--- src/rtl/systolic_skew_feeder.sv ---
// systolic_skew_feeder: edge transmitter for an output-stationary NxN PE array.
// Accepts one N-lane operand vector per inner-dimension step, delays lane i by
// i cycles so operands meet diagonally inside the array, then zero-flushes the
// array and pulses done once every PE sum is final. A clear pulse to the array
// precedes each job.
// Optional build macro: SKEW_FEEDER_STATS_EN enables the stall_cnt bubble counter;
// without it stall_cnt is tied to zero.
module systolic_skew_feeder #(
  parameter int N  = 4,
  parameter int DW = 8,
  parameter int KW = 8
) (
  input  logic            clk,
  input  logic            rst,
  input  logic            start,
  input  logic [KW-1:0]   k_len,
  input  logic            in_valid,
  input  logic [N*DW-1:0] in_data,
  output logic            in_ready,
  output logic [N*DW-1:0] edge_out,
  output logic            array_clr,
  output logic            busy,
  output logic            done,
  output logic [15:0]     stall_cnt
);

  // Flush must run 2N cycles: N-1 cycles of skew plus N-1 hops across the
  // array plus margin for the last accumulate.
  localparam int FW = $clog2(2 * N);
  localparam logic [FW-1:0] F_LAST = FW'(2 * N - 1);

  typedef enum logic [2:0] {
    S_IDLE   = 3'd0,
    S_CLEAR  = 3'd1,
    S_STREAM = 3'd2,
    S_FLUSH  = 3'd3,
    S_DONE   = 3'd4
  } state_t;

  state_t        state_r;
  state_t        state_s;
  logic [KW-1:0] k_reg_r;
  logic [KW-1:0] k_cnt_r;
  logic [FW-1:0] f_cnt_r;
  logic          accept_s;
  logic          last_s;
  logic          ready_s;
  logic          clr_s;
  logic          busy_s;
  logic          done_s;

  // A vector is taken only while streaming; in_ready is high exactly then.
  assign accept_s = (state_r == S_STREAM) && in_valid;
  assign last_s   = accept_s && ((k_cnt_r + KW'(1)) == k_reg_r);

  // State register.
  always_ff @(posedge clk or posedge rst) begin
    if (rst) begin
      state_r <= S_IDLE;
    end else begin
      state_r <= state_s;
    end
  end

  // Next-state logic.
  always_comb begin
    state_s = state_r;
    case (state_r)
      S_IDLE: begin
        if (start) state_s = S_CLEAR;
        else       state_s = S_IDLE;
      end
      S_CLEAR: begin
        if (k_reg_r != {KW{1'b0}}) state_s = S_STREAM;
        else                       state_s = S_FLUSH;
      end
      S_STREAM: begin
        if (last_s) state_s = S_FLUSH;
        else        state_s = S_STREAM;
      end
      S_FLUSH: begin
        if (f_cnt_r == F_LAST) state_s = S_FLUSH == S_FLUSH ? S_DONE : S_DONE;
        else                   state_s = S_FLUSH;
      end
      S_DONE:  state_s = S_IDLE;
      default: state_s = S_IDLE;
    endcase
  end

  // Output decode of the upcoming state so the registered outputs line up
  // with the state they describe.
  always_comb begin
    ready_s = 1'b0;
    clr_s   = 1'b0;
    busy_s  = 1'b1;
    done_s  = 1'b0;
    case (state_s)
      S_IDLE:   busy_s  = 1'b0;
      S_CLEAR:  clr_s   = 1'b1;
      S_STREAM: ready_s = 1'b1;
      S_FLUSH:  busy_s  = 1'b1;
      S_DONE:   done_s  = 1'b1;
      default:  busy_s  = 1'b0;
    endcase
  end

  // Registered handshake and status outputs.
  always_ff @(posedge clk or posedge rst) begin
    if (rst) begin
      in_ready  <= 1'b0;
      array_clr <= 1'b0;
      busy      <= 1'b0;
      done      <= 1'b0;
    end else begin
      in_ready  <= ready_s;
      array_clr <= clr_s;
      busy      <= busy_s;
      done      <= done_s;
    end
  end

  // Job length capture, accepted-vector count and flush count.
  always_ff @(posedge clk or posedge rst) begin
    if (rst) begin
      k_reg_r <= {KW{1'b0}};
      k_cnt_r <= {KW{1'b0}};
      f_cnt_r <= {FW{1'b0}};
    end else begin
      case (state_r)
        S_IDLE: begin
          if (start) k_reg_r <= k_len;
        end
        S_CLEAR: begin
          k_cnt_r <= {KW{1'b0}};
          f_cnt_r <= {FW{1'b0}};
        end
        S_STREAM: begin
          if (accept_s) k_cnt_r <= k_cnt_r + KW'(1);
        end
        S_FLUSH: f_cnt_r <= f_cnt_r + FW'(1);
        default: f_cnt_r <= f_cnt_r;
      endcase
    end
  end

  // Lane g is a chain of g+1 registers; it shifts every cycle so that zeros
  // (bubbles, flush) follow real data through the skew.
  for (genvar g = 0; g < N; g++) begin : g_lane
    logic [DW-1:0] pipe_r [0:g];
    logic [DW-1:0] lane_in_s;

    assign lane_in_s = accept_s ? in_data[g*DW +: DW] : {DW{1'b0}};

    // Skew shift register for this lane.
    always_ff @(posedge clk or posedge rst) begin
      if (rst) begin
        for (int s = 0; s <= g; s++) pipe_r[s] <= {DW{1'b0}};
      end else begin
        pipe_r[0] <= lane_in_s;
        for (int s = 1; s <= g; s++) pipe_r[s] <= pipe_r[s-1];
      end
    end

    assign edge_out[g*DW +: DW] = pipe_r[g];
  end

`ifdef SKEW_FEEDER_STATS_EN
  logic [15:0] stall_r;

  // Saturating count of streaming cycles that carried a bubble.
  always_ff @(posedge clk or posedge rst) begin
    if (rst) begin
      stall_r <= 16'h0000;
    end else if (state_r == S_CLEAR) begin
      stall_r <= 16'h0000;
    end else if ((state_r == S_STREAM) && !in_valid && (stall_r != 16'hFFFF)) begin
      stall_r <= stall_r + 16'h0001;
    end else begin
      stall_r <= stall_r;
    end
  end

  assign stall_cnt = stall_r;
`else
  assign stall_cnt = 16'h0000;
`endif

endmodule

--- config.mk ---
export PLATFORM = sky130hd
export DESIGN_NAME = systolic_skew_feeder
export DESIGN_NICKNAME = d
export VERILOG_FILES = /design/src/rtl/systolic_skew_feeder.sv
export SDC_FILE = /design/constraint.sdc
export NUM_CORES = 1
export LEC_CHECK = 0
export CORE_MARGIN = 4
export CORE_UTILIZATION = 30
export CTS_CLUSTER_SIZE = 40
export DETAILED_ROUTE_END_ITERATION = 6
export PLACE_DENSITY_LB_ADDON = 0.12
export SLEW_MARGIN = 30
export SYNTH_ARGS = -nofsm -noshare
export SYNTH_HDL_FRONTEND = slang
export SYNTH_SLANG_ARGS = --single-unit
--- constraint.sdc ---
create_clock -name clk -period 10.7 [get_ports clk]
set_clock_uncertainty 0.2 [all_clocks]
set_input_delay 3.21 -clock clk [delete_from_list [all_inputs] [get_ports clk]]
set_output_delay 3.21 -clock clk [all_outputs]
set_load 0.02 [all_outputs]
# Yosys cells after proc, flatten, opt, wreduce, memory -nomap -nowiden
# Cells that the tools add are included.
# Widths: inputs -> output; s select.
# totals
regBits,106
in_bits,44
output_inout_bits,52
elab_cells,55
# op_classes
addsub,2
n_eq_ne,10
mux,16
n_reduce_logical,9
# op_table
operator,count
$mux 8,5
$pmux 8 s2,1
$eq 3x2->1 const B,4
$pmux 3 s4,1
$add 8x1->8 const B,1
$eq 8x8->1,1
$reduce_bool 8->1,1
$mux 1,7
$eq 3x1->1 const B,2
$eq 3x3->1 const B,2
$pmux 3 s2,1
$reduce_and 2->1,2
$reduce_bool 2->1,2
$reduce_or 4->1,1
$add 3x1->3 const B,1
$logic_not 3->1,1
$mux 3,1
$logic_and 1x1->1,2
$ne 2x2->1 const B,1

# Depth between registers and ports, before layout
# Gate-level depths: netlist (run 1).
# logic_depth
word_depth,8
mapped_depth,7

# Worst setup path after synthesis (run 1)
# OpenSTA, ideal clock, no wires.
# synth_timing
path_kind,in2reg
from,input port in_valid
to,register in_ready
setup_ps,133
t_arrival_ps,4168
slack_ps,6199
path_stages,6
n_path_buf,1
path_cell_list,nand4bb_1 > buf_2 > a2111oi_0 > nand4_1 > nor4_2 > nor3_1
# synth_via
elab_chain_len,6
# synth_rtl
item,line,text
start: declaration,17,"input logic in_valid,"
$logic_and 1x1->1,53,assign accept_s = (state_r == S_STREAM) && in_valid;
$logic_and 1x1->1,54,assign last_s = accept_s && ((k_cnt_r + KW'(1)) == k_reg_r);
$mux 1,78,if (last_s) state_s = S_FLUSH;
$pmux 3 s4,68,case (state_r)
$eq 3x2->1,97,case (state_s)
$mux 1,97,
named net ready_s,47,logic ready_s;
end signal: assignment,115,in_ready <= ready_s;
end: declaration,19,"output logic in_ready,"
# The timed path passes the listed nets, and every way through them passes these cells.
# A chain may end at the register's enable or synchronous reset.

# Final worst setup path (run 1)
# Same ends and word-level chain as after synthesis.

==> results.sh, run 1 <==
export IMPL_run_status="finished clean"
export IMPL_worst_setup_path_end_kind="register"
export IMPL_gp_routability_congestion=0.765
export IMPL_post_route_period_util_pct=47.6
export IMPL_antenna_cells=0
export IMPL_worst_pin_slew_ns=0.681
export IMPL_timing_setup_critical_path_class="in -> reg"
export IMPL_ant_nets=0
export IMPL_tritoncts="built"
export IMPL_reported_max_cap_violation_count=0
export IMPL_post_synth_main_area_contributors="dfrtp_1, buf_4, and2_1"
export IMPL_grt_util_all_layers_pct=10.1
export IMPL_syn2layout_area_growth_pct=25.9
export IMPL_clkLatencyLatePin_ns=0.35
export IMPL_synth_xor_area_share_pct=1.98
export IMPL_power_density_cell_area_nw_per_um2=234
export IMPL_critical_path_sink="in_ready"
export IMPL_adder_and_majority_cell_fraction_of_the_synthesized_area_pct=0.942
export IMPL_die_width_um=123
export IMPL_syn_instance_count=305
export IMPL_timing_critical_path_arrival_ns=5.11
export IMPL_global_route_total_overflow=0
export IMPL_clk_transition_reported_paths_ns=0.07
export IMPL_crit_fanout=10
export IMPL_post_synth_cell_area_avg_sq_um=13.1
export IMPL_crit_path_cell_trace="clkdlybuf4s50_1, nand4bb_1, a2111oi_0, nand4_1, nor4_2, nor3_1"
export IMPL_synth_top_area_cell="dfrtp_1"
export IMPL_timing_reg2reg_worst_path_depth=5
export IMPL_worst_ir_drop_vdd_v=0.0000773
export IMPL_design_die_area_sq_um=15200
export IMPL_final_net_count=407
export IMPL_drive_above_1_share_pct=9.04
export IMPL_grt_busiest_layer="met2"
export IMPL_timing_final_setup_violations=0
export IMPL_synth_cell_types=43
export IMPL_routed_via_count=2224
export IMPL_place_port_buffers=79
export IMPL_routed_wire_length_per_instance_um=12.9
export IMPL_grt_met1_usage_pct=12.3
export IMPL_dr_first_iter_drc_count=136
export IMPL_viasPerCell=4.14
export IMPL_drt_pre_antenna_iters=4
export IMPL_floorplan_initialDensity_pct=31.1
export IMPL_combinational_family_with_the_most_area_after_synthesis="simple AND/OR/NAND/NOR gates"
export IMPL_clockRootBuffer="clkbuf_16"
export IMPL_ctsResizeCount=0
export IMPL_synthesis_stage_register_bit_count=106
export IMPL_core_rowCount=41
export IMPL_min_path_type="reg -> reg"
export IMPL_cts_post_setup_buffers_inserted=0
export IMPL_route_final_wire_length_um=6920
export IMPL_post_synth_instance_area_sq_um=3980
export IMPL_rsz0062_at_grt="false"
export IMPL_synth_compound_gate_area_share_pct=4.81
export IMPL_yosys_mux_area_fraction_pct=2.80
export IMPL_timing_critical_path_max_delay_family="simple AND/OR/NAND/NOR gates"
export IMPL_place_worst_setup_slack_ns=5.22
export IMPL_detailedPlacementHpwl_um=4750
export IMPL_cp_start_kind="primary input"
export IMPL_final_min_clock_period_ns=5.09
export IMPL_synth_sequential_area_ratio_pct=66.6
export IMPL_grt_met2_usage_pct=16.0
export IMPL_synth_async_sr_flop_share_pct=100
export IMPL_finalHoldViolations=0
export IMPL_worst_path_depth=6
export IMPL_worst_ep_required_time_ns=10.72
export IMPL_totalNegativeSetupSlack_ns=0
export IMPL_h_tree_depth=3
export IMPL_fillers=1251
export IMPL_post_place_cells=521
export IMPL_timing_critical_path_from="in_valid"
export IMPL_yosys_warnings=0
export IMPL_timing_hold_worst_path_depth=0
export IMPL_clock_sinks=106
export IMPL_r2r_end="in_ready"
export IMPL_rrSetupSlack_ns=8.29
export IMPL_critPathBufInv=1
export IMPL_final_max_slew_viol_count=0
export IMPL_grt_antenna_before_repair=0
export IMPL_fin_cells=537
export IMPL_relSlewSlack_pct=54.6
export IMPL_p_total_w=0.00118
export IMPL_num_io_pins=96
export IMPL_grt_start_max_net_pins=59
export IMPL_worst_path_largest_cell_delay_ns=0.53
export IMPL_finalWorstSetupSlack_ns=5.61
export IMPL_maxClockFrequency_mhz=196
export IMPL_synth_edff_count=0
export IMPL_netlist_area_leader_share_pct=66.6
export IMPL_numCtsBuffers=9
export IMPL_drt_drc_violations_left=0
export IMPL_grt_first_pass_wirelength_um=11500
export IMPL_core_area_sq_um=12800
export IMPL_leakagePower_nw=2.26
export IMPL_synthFlopType="dfrtp_1"
export IMPL_cpMaxStageDelayCell="clkdlybuf4s50_1"
export IMPL_die_y_um=123
export IMPL_use_met3_pct=4.44
export IMPL_post_synth_and_or_nand_nor_area_fraction_pct=13.1
export IMPL_grt_pass1_vias=2252
export IMPL_ctsLongestPathBuffers=2
export IMPL_r2r_start="state_r[1]"
export IMPL_cts_hold_buffers=0
export IMPL_final_core_utilization_pct=39.1
[cells by family after synthesis]
logic type / count (synthesis)
xor+xnor: 9
compound gates: 31
simple gates: 87
flops: 106
fa+ha+maj: 3
other cells: 1
buf+inv: 58
mux: 10
[final cells by class]
type                            count  area, sq um  area share, %
Sequential cell                   106         2650           52.9
Inverter                            4         17.5          0.349
Clock buffer                       10          239           4.76
Clock inverter                      6         58.8           1.17
Timing Repair Buffer               83          828           16.5
Tap cell                          172          215           4.29
Multi-Input combinational cell    156         1010           20.0
[per-stage QoR]
step                      instance area [sq um]  hold slack [ns]
final                                      5020            0.145
after global routing                       5020            0.151
after CTS                                  5020            0.146
after detailed placement                   4720            0.135
after global placement                     4700            0.131
after floorplan                            4040            0.131
[how the worst min path moves through the flow]
stage / from / to
global route: g_lane[3].pipe_r[15] / edge_out[31]
global placement: g_lane[2].pipe_r[17] / g_lane[2].pipe_r[9]
floorplan: g_lane[1].pipe_r[10] / edge_out[10]
detailed placement: g_lane[3].pipe_r[11] / edge_out[27]
CTS: g_lane[3].pipe_r[15] / edge_out[31]
finish: g_lane[3].pipe_r[15] / edge_out[31]
[cells in the mapped netlist (all sizes together) (3+ instances only)]
cell type	number
a21oi	5
and2	33
buf	48
clkbuf	6
dfrtp	106
ha	3
inv	4
mux2	9
nand2	13
nand2b	5
nand3	6
nor2	9
nor3	3
nor4	3
o21ai	14
o31ai	3
xnor2	4
xor2	5
[layout by cell type (no fill, tap or decap), drive strengths merged, types with 4 or more instances in the layout]
cell type	synthesis	routed
mux2	9	9
and2	33	33
xnor2	4	4
clkdlybuf4s50	0	79
xor2	5	5
nor2	9	9
dfrtp	106	106
a21oi	5	5
nand2	13	13
inv	4	6
nand2b	5	5
buf	48	4
conb	1	16
clkbuf	6	10
o21ai	14	14
nand3	6	6
[metal layers]
layer | up-vias | part of all wire (%)
li1 | 1054 | -
met1 | 1104 | 41
met2 | 60 | 51
met3 | 6 | 6.5
met4 | 0 | 1.1
met5 | - | 0
[flip-flops by register name, summed over array words and instances (netlist names)]
name	count
array_clr	1
busy	1
done	1
edge_out	24
f_cnt_r	3
g_lane.pipe_r	56
in_ready	1
k_cnt_r	8
k_reg_r	8
state_r	3
[report_power, final]
group	leakage (nW)	switching [W]	total (W)	internal, W
clock network	0.142	0.000154	0.000322	0.000169
logic	0.736	0.000145	0.000296	0.000151
registers	1.39	0.0000622	0.000557	0.000495
total	2.26	0.000361	0.00118	0.000815
Power figures use the tool's default switching activity.
==> inputs of run 2 (changes only) <==
- clock period: 10.7 -> 4.35 ns (I/O delays scaled with it)
==> run 2 against run 1 <==
  * Register-to-register slack got worse by 6.4 ns
  * Critical endpoint unchanged
  * Worst setup slack worse by 4.4 ns
  * First-iteration DRC count rose by 54%
  * Via count is 0.76% higher
  * Sequential share of layout area shrank 0.079 points
  * Clock power rose to 2.5 times the previous value
  * Cell area rose by 0.15%
  * Global-route usage is essentially flat
  * Flip-flop and latch count stayed put
  * Critical path type unchanged
==> results.sh, run 2 (same netlist as run 1, synthesis figures left out) <==
export IMPL_run_status="finished clean"
export IMPL_timing_critical_path_max_delay_family="simple AND/OR/NAND/NOR gates"
export IMPL_drive_above_1_share_pct=9.04
export IMPL_crit_fanout=10
export IMPL_tritoncts="built"
export IMPL_core_rowCount=41
export IMPL_crit_path_cell_trace="clkdlybuf4s50_1, nand4bb_1, a2111oi_0, nand4_1, nor4_2, nor3_1"
export IMPL_final_max_slew_viol_count=0
export IMPL_rsz0062_at_grt="false"
export IMPL_registers_top_by_ff_count="g_lane.pipe_r"
export IMPL_ctsLongestPathBuffers=2
export IMPL_worst_path_largest_cell_delay_ns=0.52
export IMPL_cpMaxStageDelayCell="clkdlybuf4s50_1"
export IMPL_cts_post_setup_buffers_inserted=0
export IMPL_ctsResizeCount=0
export IMPL_die_width_um=123
export IMPL_num_io_pins=96
export IMPL_timing_final_setup_violations=0
export IMPL_largest_register_ffs=56
export IMPL_worst_ir_drop_vdd_v=0.000331
export IMPL_die_y_um=123
export IMPL_numCtsBuffers=9
export IMPL_worst_ep_required_time_ns=4.37
export IMPL_place_port_buffers=79
export IMPL_layout_cells_most_common="dfrtp_1"
export IMPL_clock_sinks=106
export IMPL_clkLatencyLatePin_ns=0.35
export IMPL_min_path_type="reg -> reg"
export IMPL_floorplan_initialDensity_pct=31.1
export IMPL_final_core_utilization_pct=39.2
export IMPL_power_density_cell_area_nw_per_um2=577
export IMPL_final_net_count=407
export IMPL_clk_transition_reported_paths_ns=0.08
export IMPL_relSlewSlack_pct=65.6
export IMPL_grt_start_max_net_pins=45
export IMPL_drt_pre_antenna_iters=4
export IMPL_grt_pass1_vias=2205
export IMPL_grt_util_all_layers_pct=10.1
export IMPL_drt_drc_violations_left=0
export IMPL_totalNegativeSetupSlack_ns=0
export IMPL_timing_setup_critical_path_class="in -> reg"
export IMPL_reported_max_cap_violation_count=0
export IMPL_critPathBufInv=1
export IMPL_global_route_total_overflow=0
export IMPL_grt_first_pass_wirelength_um=11500
export IMPL_syn2layout_area_growth_pct=26.1
export IMPL_core_area_sq_um=12800
export IMPL_leakagePower_nw=2.27
export IMPL_finalHoldViolations=0
export IMPL_most_used_cells_in_the_layout_excluding_fill_and_tap_cells="dfrtp_1, clkdlybuf4s50_1, and2_1"
export IMPL_dr_first_iter_drc_count=210
export IMPL_rrSetupSlack_ns=1.92
export IMPL_post_route_period_util_pct=73.0
export IMPL_routed_via_count=2241
export IMPL_grt_antenna_before_repair=0
export IMPL_worst_setup_path_end_kind="register"
export IMPL_worst_pin_slew_ns=0.512
export IMPL_cts_hold_buffers=0
export IMPL_design_die_area_sq_um=15200
export IMPL_detailedPlacementHpwl_um=4760
export IMPL_cp_start_kind="primary input"
export IMPL_final_min_clock_period_ns=3.18
export IMPL_antenna_cells=0
export IMPL_viasPerCell=4.17
export IMPL_h_tree_depth=3
export IMPL_fillers=1234
export IMPL_routed_wire_length_per_instance_um=12.9
export IMPL_gp_routability_congestion=0.741
export IMPL_clockRootBuffer="clkbuf_16"
export IMPL_ant_nets=0
export IMPL_timing_critical_path_arrival_ns=3.20
export IMPL_maxClockFrequency_mhz=315
export IMPL_route_final_wire_length_um=6920
## run 2: changes by cell type in the layout (fill, tap and decap cells not counted)
cell	previous run	this run
buf_12	0	1
buf_4	2	3
inv_6	2	1
clkinv_8	1	0
inv_8	0	3
clkinv_4	2	1
clkbuf_8	1	0
buf_6	2	0
inv_12	0	1
## run 2: report_power, final
group,internal [W],switching (W)
Clock,0.000411,0.000396
Combinational,0.000365,0.000357
Sequential,0.00122,0.000156
Total,0.00199,0.000909
## run 2: final timing paths
check                                      from  cells past startpoint                    to
setup / recovery                       in_valid                      6              in_ready
hold / removal             g_lane[3].pipe_r[19]                      0  g_lane[3].pipe_r[11]
setup reg to reg                     state_r[1]                      5              in_ready
hold reg to reg            g_lane[3].pipe_r[19]                      0  g_lane[3].pipe_r[11]
max in group asynchronous                   rst                      3            k_reg_r[2]
min in group asynchronous                   rst                      2   g_lane[0].pipe_r[5]
## run 2: cell type report
| class | count | area [sq um] | share of cell area (%) |
|---|---|---|---|
| sequential | 106 | 2650 | 52.8 |
| multi-input combinational | 156 | 1010 | 20.0 |
| timing repair buffer | 83 | 833 | 16.6 |
| clock buffer | 9 | 225 | 4.48 |
| tap | 172 | 215 | 4.28 |
| clock inverter | 7 | 75.1 | 1.49 |
| inverter | 4 | 17.5 | 0.349 |
## run 2: stage by stage
step                      power [W]  cells  setup WS, ns  instance area, sq um  hold WS (ns)
after floorplan             0.00191    320        0.0561                  4040         0.131
after global placement      0.00211    521         0.867                  4720         0.131
after detailed placement    0.00213    521         0.772                  4720         0.135
after CTS                   0.00297    537          1.17                  5020         0.150
after global routing        0.00310    537          1.02                  5020         0.156
final                       0.00290    537          1.17                  5020         0.147
## run 2: worst reg2reg max path: cells and delay by family, from the launching register on
family,cells,cell delay (ns)
flops,1,0.66
compound gates,1,0.52
simple gates,4,0.93
## run 2: per-layer routing
metal	global-route usage, %	share of wire (%)
met2	16.4	50
met5	0	0
met4	3.81	1.2
met3	4.44	6.5
met1	11.7	42
==> inputs of run 3 (changes only) <==
- clock period: 4.35 -> 2.9 ns (I/O delays scaled with it)
==> run 3 against run 2 <==
  * Worst setup slack got worse by 0.74 ns
  * Combinational power increased by 52%
  * Critical path type unchanged
  * Register-to-register slack worse by 1.2 ns
  * Count of clock-buffer cells in the layout stayed put
  * Cell area is 0.15% higher
==> results.sh, run 3 (same netlist as run 1, synthesis figures left out) <==
export IMPL_run_status="finished clean"
export IMPL_timing_final_setup_violations=0
export IMPL_clk_transition_reported_paths_ns=0.07
export IMPL_num_io_pins=96
export IMPL_power_frac_comb_pct=25.4
export IMPL_min_path_type="reg -> reg"
export IMPL_worst_path_depth=6
export IMPL_worst_setup_path_end_kind="register"
export IMPL_grt_met1_usage_pct=11.9
export IMPL_gp_routability_congestion=0.782
export IMPL_timing_critical_path_arrival_ns=2.48
export IMPL_ctsResizeCount=0
export IMPL_totalNegativeSetupSlack_ns=0
export IMPL_detailedPlacementHpwl_um=4610
export IMPL_design_die_area_sq_um=15200
export IMPL_drt_drc_violations_left=0
export IMPL_place_port_buffers=79
export IMPL_registers_top_by_ff_count="g_lane.pipe_r"
export IMPL_ant_nets=0
export IMPL_power_switching_w=0.00134
export IMPL_drt_pre_antenna_iters=4
export IMPL_route_final_wire_length_um=6930
export IMPL_fillers=1243
export IMPL_leakagePower_nw=2.27
export IMPL_grt_busiest_layer="met2"
export IMPL_crit_path_cell_trace="clkdlybuf4s50_1, nand4bb_1, a2111oi_0, nand4_1, nor4_2, nor3_1"
export IMPL_viasPerCell=4.09
export IMPL_clock_sinks=106
export IMPL_h_tree_depth=3
export IMPL_syn2layout_area_growth_pct=26.3
export IMPL_grt_first_pass_wirelength_um=11400
export IMPL_worst_path_largest_cell_delay_ns=0.54
export IMPL_worst_ep_required_time_ns=2.91
export IMPL_floorplan_initialDensity_pct=31.1
export IMPL_worst_ir_drop_vdd_v=0.000438
export IMPL_fin_cells=537
export IMPL_layout_cells_most_common="dfrtp_1"
export IMPL_p_int_w=0.00300
export IMPL_global_route_total_overflow=0
export IMPL_cpMaxStageDelayCell="clkdlybuf4s50_1"
export IMPL_power_density_cell_area_nw_per_um2=861
export IMPL_finalHoldViolations=0
export IMPL_final_net_count=407
export IMPL_power_frac_clock_pct=27.2
export IMPL_power_frac_seq_pct=47.4
export IMPL_routed_via_count=2194
export IMPL_grt_antenna_before_repair=0
export IMPL_numCtsBuffers=9
export IMPL_timing_critical_path_max_delay_family="simple AND/OR/NAND/NOR gates"
export IMPL_cts_hold_buffers=0
export IMPL_use_met3_pct=3.25
export IMPL_timing_hold_worst_path_depth=0
export IMPL_timing_reg2reg_worst_path_depth=6
export IMPL_clkLatencyLatePin_ns=0.34
export IMPL_die_width_um=123
export IMPL_switching_share_pct=30.8
export IMPL_worst_pin_slew_ns=0.535
export IMPL_dr_first_iter_drc_count=163
export IMPL_cp_start_kind="primary input"
export IMPL_tritoncts="built"
export IMPL_post_place_cells=521
export IMPL_final_min_clock_period_ns=2.47
export IMPL_maxClockFrequency_mhz=405
export IMPL_most_used_cells_in_the_layout_excluding_fill_and_tap_cells="dfrtp_1, clkdlybuf4s50_1, and2_1"
export IMPL_reported_max_cap_violation_count=0
export IMPL_crit_fanout=4
export IMPL_final_max_slew_viol_count=0
export IMPL_grt_met2_usage_pct=16.5
export IMPL_core_rowCount=41
export IMPL_grt_pass1_vias=2194
export IMPL_grt_util_all_layers_pct=9.83
export IMPL_cts_post_setup_buffers_inserted=0
export IMPL_drive_above_1_share_pct=9.04
export IMPL_ctsLongestPathBuffers=2
export IMPL_routed_wire_length_per_instance_um=12.9
export IMPL_clockRootBuffer="clkbuf_16"
export IMPL_critPathBufInv=1
export IMPL_die_y_um=123
export IMPL_timing_setup_critical_path_class="in -> reg"
export IMPL_core_area_sq_um=12800
export IMPL_largest_register_ffs=56
export IMPL_antenna_cells=0
export IMPL_relSlewSlack_pct=64.3
export IMPL_post_route_period_util_pct=85.1
export IMPL_rsz0062_at_grt="false"
export IMPL_grt_start_max_net_pins=107
==> run 3: cell types whose count changed in the layout (fill, tap and decap cells not counted), sizes merged <==
cell | before | now
inv | 9 | 6
clkinvlp | 1 | 2
clkinv | 1 | 3
==> run 3: final cells by class <==
cell class / count / area (sq um) / share of cell area (%)
clock buffer: 9 / 225 / 4.48
clock inverter: 7 / 68.8 / 1.37
inverter: 4 / 18.8 / 0.373
multi-input combinational: 156 / 1010 / 20.0
sequential: 106 / 2650 / 52.7
tap: 172 / 215 / 4.28
timing repair buffer: 83 / 846 / 16.8
==> run 3: final timing paths <==
kind	start	slack, ns	endpoint
setup / recovery	in_valid	0.43	in_ready
hold / removal	g_lane[3].pipe_r[13]	0.15	edge_out[29]
setup reg to reg	k_cnt_r[0]	0.77	in_ready
hold reg to reg	g_lane[3].pipe_r[13]	0.15	edge_out[29]
max in group asynchronous	rst	1.27	g_lane[3].pipe_r[22]
min in group asynchronous	rst	0.85	edge_out[23]
==> run 3: power groups by stage <==
stage / logic, W / clock network [W] / registers (W)
after floorplan: 0.000846 / 0 / 0.00202
after global placement: 0.00112 / 0 / 0.00208
after detailed placement: 0.00112 / 0 / 0.00209
after CTS: 0.00113 / 0.00123 / 0.00206
after global routing: 0.00123 / 0.00129 / 0.00210
final: 0.00110 / 0.00118 / 0.00205
==> run 3: worst reg2reg max path: cells and delay by family, from the launching register on <==
family,cells,cell delay (ns)
adders and majority gates,1,0.35
xor gates and xnor gates,1,0.15
DFF,1,0.44
AOI/OAI and AO/OA,1,0.37
and+or+nand+nor,3,0.49
==> run 3: metrics by stage <==
stage	util, %	total power [W]	cell area (sq um)	hold slack (ns)	worst slack (ns)
final	39.2	0.00433	5030	0.149	0.433
after global routing	39.2	0.00463	5030	0.155	0.287
after CTS	39.2	0.00442	5030	0.150	0.406
after detailed placement	36.9	0.00321	4740	0.135	0.0608
after global placement	36.9	0.00320	4740	0.132	0.185
after floorplan	-	0.00286	4040	0.131	0.556
==> run 3: routing by layer <==
| layer | routed length (um) | vias to the layer above | share of wire [%] |
|---|---|---|---|
| li1 | - | 1058 | - |
| met2 | 3540 | 63 | 51 |
| met4 | 96 | 0 | 1.4 |
| met5 | 0 | - | 0 |
| met3 | 414 | 8 | 6.0 |
| met1 | 2880 | 1065 | 41 |
